--- src/rtl/riscv_defines.sv ---
// Shared core definitions: memory access types, stall FSM states and hazard helpers.
package riscv_defines;

  typedef enum logic [1:0] {
    MEM_NONE  = 2'd0,
    MEM_READ  = 2'd1,
    MEM_WRITE = 2'd2
  } memaccess_t;

  typedef enum logic [1:0] {
    ST_IDLE     = 2'd0,
    ST_LU_STALL = 2'd1,
    ST_MEM_WAIT = 2'd2
  } stall_state_t;

  // Width of the bubble bookkeeping; LOAD_BUBBLES must fit (1..15).
  localparam int BUBBLE_W = 4;

  // A D-stage source collides with the E-stage destination (x0 never collides).
  function automatic logic src_hit(input logic used, input logic [4:0] rs, input logic [4:0] rd);
    return used && (rs != 5'd0) && (rs == rd);
  endfunction

endpackage

--- src/rtl/hazard_load_use_detector.sv ---
// Combinational load-use detection between the E-stage load and the D-stage consumer.
// Reports whether a stall is needed and how many bubbles the forwarding network cannot cover.
module hazard_load_use_detector
  import riscv_defines::*;
#(
  parameter int LOAD_BUBBLES = 2
) (
  input  memaccess_t            memaccess_e,
  input  logic                  regwrite_e,
  input  logic [4:0]            rd_e,
  input  logic [4:0]            rs1_d,
  input  logic [4:0]            rs2_d,
  input  logic                  use_rs1_d,
  input  logic                  use_rs2_d,
  input  memaccess_t            memaccess_d,
  output logic                  lu_hit,
  output logic [BUBBLE_W-1:0]   need
);

  logic hit1;
  logic hit2;
  logic full_distance;

  // Store data (rs2 of a store) can be picked up late by the W->M1 forwarder, so it needs one bubble less.
  always_comb begin
    hit1          = src_hit(use_rs1_d, rs1_d, rd_e);
    hit2          = src_hit(use_rs2_d, rs2_d, rd_e);
    lu_hit        = (memaccess_e == MEM_READ) && regwrite_e && (hit1 || hit2);
    full_distance = hit1 || (hit2 && (memaccess_d != MEM_WRITE));
    if (full_distance) begin
      need = BUBBLE_W'(LOAD_BUBBLES);
    end else begin
      need = BUBBLE_W'(1);
    end
  end

endmodule

--- src/rtl/hazard_stall_controller.sv ---
// Central stall/bubble sequencer for the F/D/E/M1/M2/W pipeline.
// Inserts load-use bubbles, freezes the pipe during pending M1 memory handshakes,
// flushes D on E-stage redirects and counts stalled cycles.
module hazard_stall_controller
  import riscv_defines::*;
#(
  parameter int LOAD_BUBBLES = 2,
  parameter int PERF_W       = 16
) (
  input  logic              clk,
  input  logic              reset,
  input  memaccess_t        memaccess_e,
  input  logic              regwrite_e,
  input  logic [4:0]        rd_e,
  input  logic [4:0]        rs1_d,
  input  logic [4:0]        rs2_d,
  input  logic              use_rs1_d,
  input  logic              use_rs2_d,
  input  memaccess_t        memaccess_d,
  input  logic              dmem_req_m1,
  input  logic              dmem_ready,
  input  logic              redirect_e,
  output logic              stall_f,
  output logic              stall_d,
  output logic              stall_e,
  output logic              stall_m1,
  output logic              bubble_e,
  output logic              bubble_m2,
  output logic              flush_d,
  output logic [PERF_W-1:0] stall_cycles
);

  stall_state_t          state;
  stall_state_t          state_next;
  stall_state_t          saved;
  stall_state_t          saved_next;
  logic [BUBBLE_W-1:0]   remaining;
  logic [BUBBLE_W-1:0]   remaining_next;
  logic                  lu_hit;
  logic [BUBBLE_W-1:0]   need;
  logic                  mem_wait;

  assign mem_wait = dmem_req_m1 && !dmem_ready;

  hazard_load_use_detector #(
    .LOAD_BUBBLES (LOAD_BUBBLES)
  ) u_detector (
    .memaccess_e (memaccess_e),
    .regwrite_e  (regwrite_e),
    .rd_e        (rd_e),
    .rs1_d       (rs1_d),
    .rs2_d       (rs2_d),
    .use_rs1_d   (use_rs1_d),
    .use_rs2_d   (use_rs2_d),
    .memaccess_d (memaccess_d),
    .lu_hit      (lu_hit),
    .need        (need)
  );

  // State register: current state, state to resume after a memory wait, bubbles still owed.
  always_ff @(posedge clk or posedge reset) begin
    if (reset) begin
      state     <= ST_IDLE;
      saved     <= ST_IDLE;
      remaining <= '0;
    end else begin
      state     <= state_next;
      saved     <= saved_next;
      remaining <= remaining_next;
    end
  end

  // Next-state logic: a pending memory handshake always wins; a memory wait leaves the bubble count untouched.
  always_comb begin
    state_next     = state;
    saved_next     = saved;
    remaining_next = remaining;
    case (state)
      ST_IDLE: begin
        if (mem_wait) begin
          state_next = ST_MEM_WAIT;
          saved_next = ST_IDLE;
        end else if (redirect_e) begin
          state_next = ST_IDLE;
        end else if (lu_hit) begin
          remaining_next = need - BUBBLE_W'(1);
          if (need > BUBBLE_W'(1)) begin
            state_next = ST_LU_STALL;
          end
        end
      end
      ST_LU_STALL: begin
        if (mem_wait) begin
          state_next = ST_MEM_WAIT;
          saved_next = ST_LU_STALL;
        end else if (redirect_e) begin
          state_next     = ST_IDLE;
          remaining_next = '0;
        end else if (remaining <= BUBBLE_W'(1)) begin
          state_next     = ST_IDLE;
          remaining_next = '0;
        end else begin
          remaining_next = remaining - BUBBLE_W'(1);
        end
      end
      ST_MEM_WAIT: begin
        if (dmem_ready) begin
          state_next = saved;
        end
      end
      default: begin
        state_next     = ST_IDLE;
        saved_next     = ST_IDLE;
        remaining_next = '0;
      end
    endcase
  end

  // Output decode: combinational from state and inputs, forced quiet while reset is held.
  always_comb begin
    stall_f   = 1'b0;
    stall_d   = 1'b0;
    stall_e   = 1'b0;
    stall_m1  = 1'b0;
    bubble_e  = 1'b0;
    bubble_m2 = 1'b0;
    flush_d   = 1'b0;
    if (!reset) begin
      case (state)
        ST_IDLE: begin
          if (mem_wait) begin
            stall_f   = 1'b1;
            stall_d   = 1'b1;
            stall_e   = 1'b1;
            stall_m1  = 1'b1;
            bubble_m2 = 1'b1;
          end else if (redirect_e) begin
            flush_d  = 1'b1;
            bubble_e = 1'b1;
          end else if (lu_hit) begin
            stall_f  = 1'b1;
            stall_d  = 1'b1;
            bubble_e = 1'b1;
          end
        end
        ST_LU_STALL: begin
          if (mem_wait) begin
            stall_f   = 1'b1;
            stall_d   = 1'b1;
            stall_e   = 1'b1;
            stall_m1  = 1'b1;
            bubble_m2 = 1'b1;
          end else if (redirect_e) begin
            flush_d  = 1'b1;
            bubble_e = 1'b1;
          end else begin
            stall_f  = 1'b1;
            stall_d  = 1'b1;
            bubble_e = 1'b1;
          end
        end
        ST_MEM_WAIT: begin
          if (!dmem_ready) begin
            stall_f   = 1'b1;
            stall_d   = 1'b1;
            stall_e   = 1'b1;
            stall_m1  = 1'b1;
            bubble_m2 = 1'b1;
          end
        end
        default: begin
          stall_f = 1'b0;
        end
      endcase
    end
  end

  // Saturating count of cycles in which the front end was held.
  always_ff @(posedge clk or posedge reset) begin
    if (reset) begin
      stall_cycles <= '0;
    end else if (stall_d && (stall_cycles != {PERF_W{1'b1}})) begin
      stall_cycles <= stall_cycles + PERF_W'(1);
    end
  end

endmodule

--- config.mk ---
export PLATFORM = sky130hd
export DESIGN_NAME = hazard_stall_controller
export DESIGN_NICKNAME = d
export VERILOG_FILES = /design/src/rtl/riscv_defines.sv /design/src/rtl/hazard_load_use_detector.sv /design/src/rtl/hazard_stall_controller.sv
export SDC_FILE = /design/constraint.sdc
export NUM_CORES = 1
export LEC_CHECK = 0
export BUFFER_PORTS_ARGS = -buffer_cell sky130_fd_sc_hd__buf_4
export CORE_MARGIN = 2
export CORE_UTILIZATION = 30
export CTS_BUF_LIST = sky130_fd_sc_hd__clkbuf_16
export DETAILED_ROUTE_END_ITERATION = 10
export GPL_TIMING_DRIVEN = 0
export PLACE_DENSITY = 0.57
export SETUP_SLACK_MARGIN = 0.4
export SLEW_MARGIN = 20
export SYNTH_ARGS = -nofsm -noshare
export SYNTH_HDL_FRONTEND = slang
export SYNTH_HIERARCHICAL = 1
export SYNTH_SLANG_ARGS = --single-unit
export TNS_END_PERCENT = 10
--- constraint.sdc ---
create_clock -name clk -period 2.4 [get_ports clk]
set_input_delay 0.48 -clock clk [delete_from_list [all_inputs] [get_ports clk]]
set_output_delay 0.48 -clock clk [all_outputs]
set_load 0.005 [all_outputs]
==> out/summary.json <==
{
  "floorplan": {
    "floorplan.die.width_um": 75.68,
    "placeableCoreArea_um2": 5042,
    "die_h_um": 75.68,
    "fp-row-count": 26,
    "starting_density_of_the_core_pct": 30.57,
    "design.die.area_um2": 5727,
    "pin_count": 50
  },
  "critical_path": {
    "critical_path.startpoint_type": "input pin",
    "end_kind": "output pin",
    "critical_path_class": "input pin to output pin",
    "critPathMostFrequentCell": "buf_6",
    "timing.rr.end": "stall_cycles[12]",
    "slowest_delay_ns": 0.53,
    "critical_path_required_ns": 1.92,
    "cp_slowest_cell": "or4_4",
    "cp-startpoint": "rs1_d[3]",
    "ff2ff_setup_slack_ns": 0.27,
    "rr_startpoint": "state[1]",
    "worst_ep_arrival_time_ns": 2.16,
    "crit_path_cell_trace": "buf_6, or4_4, a21oi_4, nor4b_2, a31o_1, o211a_1, nor2_4, inv_2, buf_6, buf_6",
    "ff2ff_path_depth": 6,
    "crit_path_max_fanout": 2
  },
  "yosys": {
    "flop_and_latch_count_out_of_synthesis": 23,
    "synth.top_cells.by_area": "dfrtp_1, xor2_1, xnor2_1",
    "ys_types": 43,
    "cell_accounting_for_the_most_synthesized_area": "dfrtp_1",
    "yosysWarnings": 6,
    "synth_seq_area_share_pct": 37.34,
    "synth.avg_cell_area_um2": 9.230,
    "synth.cell_area_um2": 1541,
    "synthCells": 167,
    "synth_largest_type_area_fraction_pct": 37.34
  },
  "global_routing": {
    "first_global_vias": 1421,
    "grt_max_degree": 25,
    "grt_pass1_wl_um": 5906,
    "remaining_global_route_overflow": 0,
    "grt_usage_pct": 13.09,
    "grt_antenna_before_repair": 0
  },
  "sta": {
    "slew_viol_final": 0,
    "max_freq_mhz": 378.7,
    "max-slew-margin-rel_pct": 40.63,
    "clock-skew-final_ns": 0.001857,
    "rsz0062_at_grt": "yes",
    "timing_worst_slew_pin_value_ns": 0.8895,
    "final.min_clock_period_ns": 2.641,
    "final_min_period_over_clock_period_pct": 110.0,
    "report.final.setup_viol": 5,
    "worst_slack_ns": -0.2408,
    "final-hold-violation-count": 0
  },
  "drt": {
    "detail_route.vias_per_cell": 4.732,
    "post_route_drc_violation_count": 0,
    "drtIter0Drc": 35,
    "wl_um": 3537,
    "wl_per_cell_um": 11.99,
    "detail-route-antenna-nets": 0,
    "route.vias.total": 1396,
    "detailedRoute.firstPassIterationCount": 4
  },
  "min_path": {
    "hold_path_depth": 2,
    "hold_start": "dmem_ready",
    "worstHoldEndpoint": "state[1]",
    "worstHoldPathType": "input pin to register"
  },
  "clock_tree": {
    "clock_latency_ns": 0.25,
    "cts.sink_count": 23,
    "cts_tree": "built",
    "clock_path_buffers": 2,
    "clkTransAtPathRegs_ns": 0.06,
    "postCtsHoldBufs": 0,
    "cts_inserted_buffers": 3,
    "clock_tree.root_cell": "clkbuf_16",
    "clock_tree.htree_level_count": 1
  },
  "placed_design": {
    "placedCellCount": 287,
    "port_buffer_count": 49,
    "finalWeightedCongestion": 0.7662,
    "detailed_place_hpwl_um": 2688
  },
  "final_layout": {
    "area_delta_synth_final_pct": 43.91,
    "drive_above_1_share_pct": 38.22,
    "filler_cell_count": 506,
    "insertedDiodeCount": 0,
    "layoutNonFillerInstCount": 295,
    "nNetsFinal": 258,
    "final_core_util_pct": 44.00
  },
  "power": {
    "vdd_ir_drop_max_mv": 0.4798,
    "power_density_nw_per_um2": 517.3,
    "overall_power_uw": 1148,
    "leakage_power_summed_over_all_cells_uw": 0.001072
  },
  "run_status": {
    "outcome": "finished, violations left",
    "failing_checks": "negative setup slack"
  },
  "run": {
    "maxCapViolCount": 0
  }
}
-- layer usage --
| metal | GRT usage [%] | vias up | share of wire (%) |
|---|---|---|---|
| li1 | - | 701 | - |
| met1 | 16.37 | 646 | 45 |
| met2 | 23.77 | 47 | 49 |
| met3 | 1.190 | 2 | 6.1 |
| met4 | 4.094 | 0 | 0.54 |
| met5 | 0 | - | 0 |
-- registers in the layout, indices dropped and copies added (netlist names) --
signal	cells
remaining	4
saved	1
stall_cycles	16
state	2
-- cells in the mapped netlist (all sizes together) --
cell type	number
a31o	2
clkbuf	1
a31oi	2
mux2	2
o211a	1
or4	1
or3	2
xnor2	8
nand4	3
o22ai	5
buf	8
xor2	16
nor2b	1
a211oi	2
a22o	2
ha	5
o32a	2
o311ai	1
inv	8
nor4b	2
o21ai	4
nand2b	5
or2b	1
nor3	10
or2	2
nor2	15
dfrtp	23
a21oi	3
o311a	1
conb	1
nand3	7
nand2	10
and4	1
a21o	1
and2	2
nor4	7
-- power breakdown --
| group | internal (µW) | switching (µW) |
|---|---|---|
| combinational | 174 | 126 |
| clock | 224 | 128 |
| sequential | 434 | 62.7 |
| total | 832 | 316 |
-- cell families after synthesis --
kind of cell,count (synthesis),synth area share (%)
xor+xnor,24,13.64
other cells,1,0.2433
mux,2,1.704
simple gates,69,24.59
flops,23,37.34
compound gates,26,12.58
fa+ha+maj,5,4.058
buf+inv,17,5.844
-- final cells by class --
type | count | area (µm²) | area share, %
plain buffers | 9 | 68.82 | 3.102
clock inverters | 1 | 5.005 | 0.2256
flip-flops and latches | 23 | 575.6 | 25.94
multi-input cells | 128 | 959.7 | 43.26
inverters | 8 | 30.03 | 1.354
well taps | 70 | 87.58 | 3.948
repair buffers | 53 | 416.7 | 18.78
clock buffers | 3 | 75.07 | 3.384
-- through the flow --
stage / setup slack (ns) / setup TNS, ns / instance area, µm² / hold WS, ns
floorplan: -0.04891 / -0.1059 / 1562 / 0.4776
global placement: -0.4097 / -3.797 / 2017 / 0.4888
detailed placement: -0.4146 / -3.789 / 2017 / 0.4890
CTS: -0.3081 / -0.9978 / 2185 / 0.4322
global route: -0.3263 / -1.668 / 2218 / 0.4464
finish: -0.2408 / -0.5914 / 2218 / 0.4350
-- cell usage in the layout (no fill, tap or decap), drive strengths merged, types with 2 or more instances in the layout --
master	n
buf	61
a31oi	2
or3	2
clkbuf	4
xor2	16
o22ai	5
nand2b	5
nor3	10
xnor2	8
o32a	2
nand4	3
and2	2
o21ai	4
or2	2
nand3	7
dfrtp	23
a211oi	2
nor2	15
nor4	7
inv	8
a21oi	3
a22o	2
nand2	10
a31o	2
conb	2
mux2	2
ha	5
nor4b	2
-- timing repair --
item / 4_1_cts / 5_1_grt
setup buffers: 4 / 0
gates resized for setup: 12 / 8
pin swaps: 7 / 4
endpoints found under the setup margin: 27 / 28
gates cloned: 0 / 0
-- critical path, delay by kind of cell --
family / cells / cell delay, ns
compound gates: 3 / 0.62
buf+inv: 4 / 0.35
simple gates: 3 / 0.70
-- worst max-delay path by stage --
stage	to	cells after the start
after floorplan	stall_f	8
after global placement	stall_f	10
after detailed placement	stall_f	10
after CTS	stall_f	10
after global routing	stall_f	10
final	stall_f	10
No activity file was read; power rests on OpenSTA's default activity.
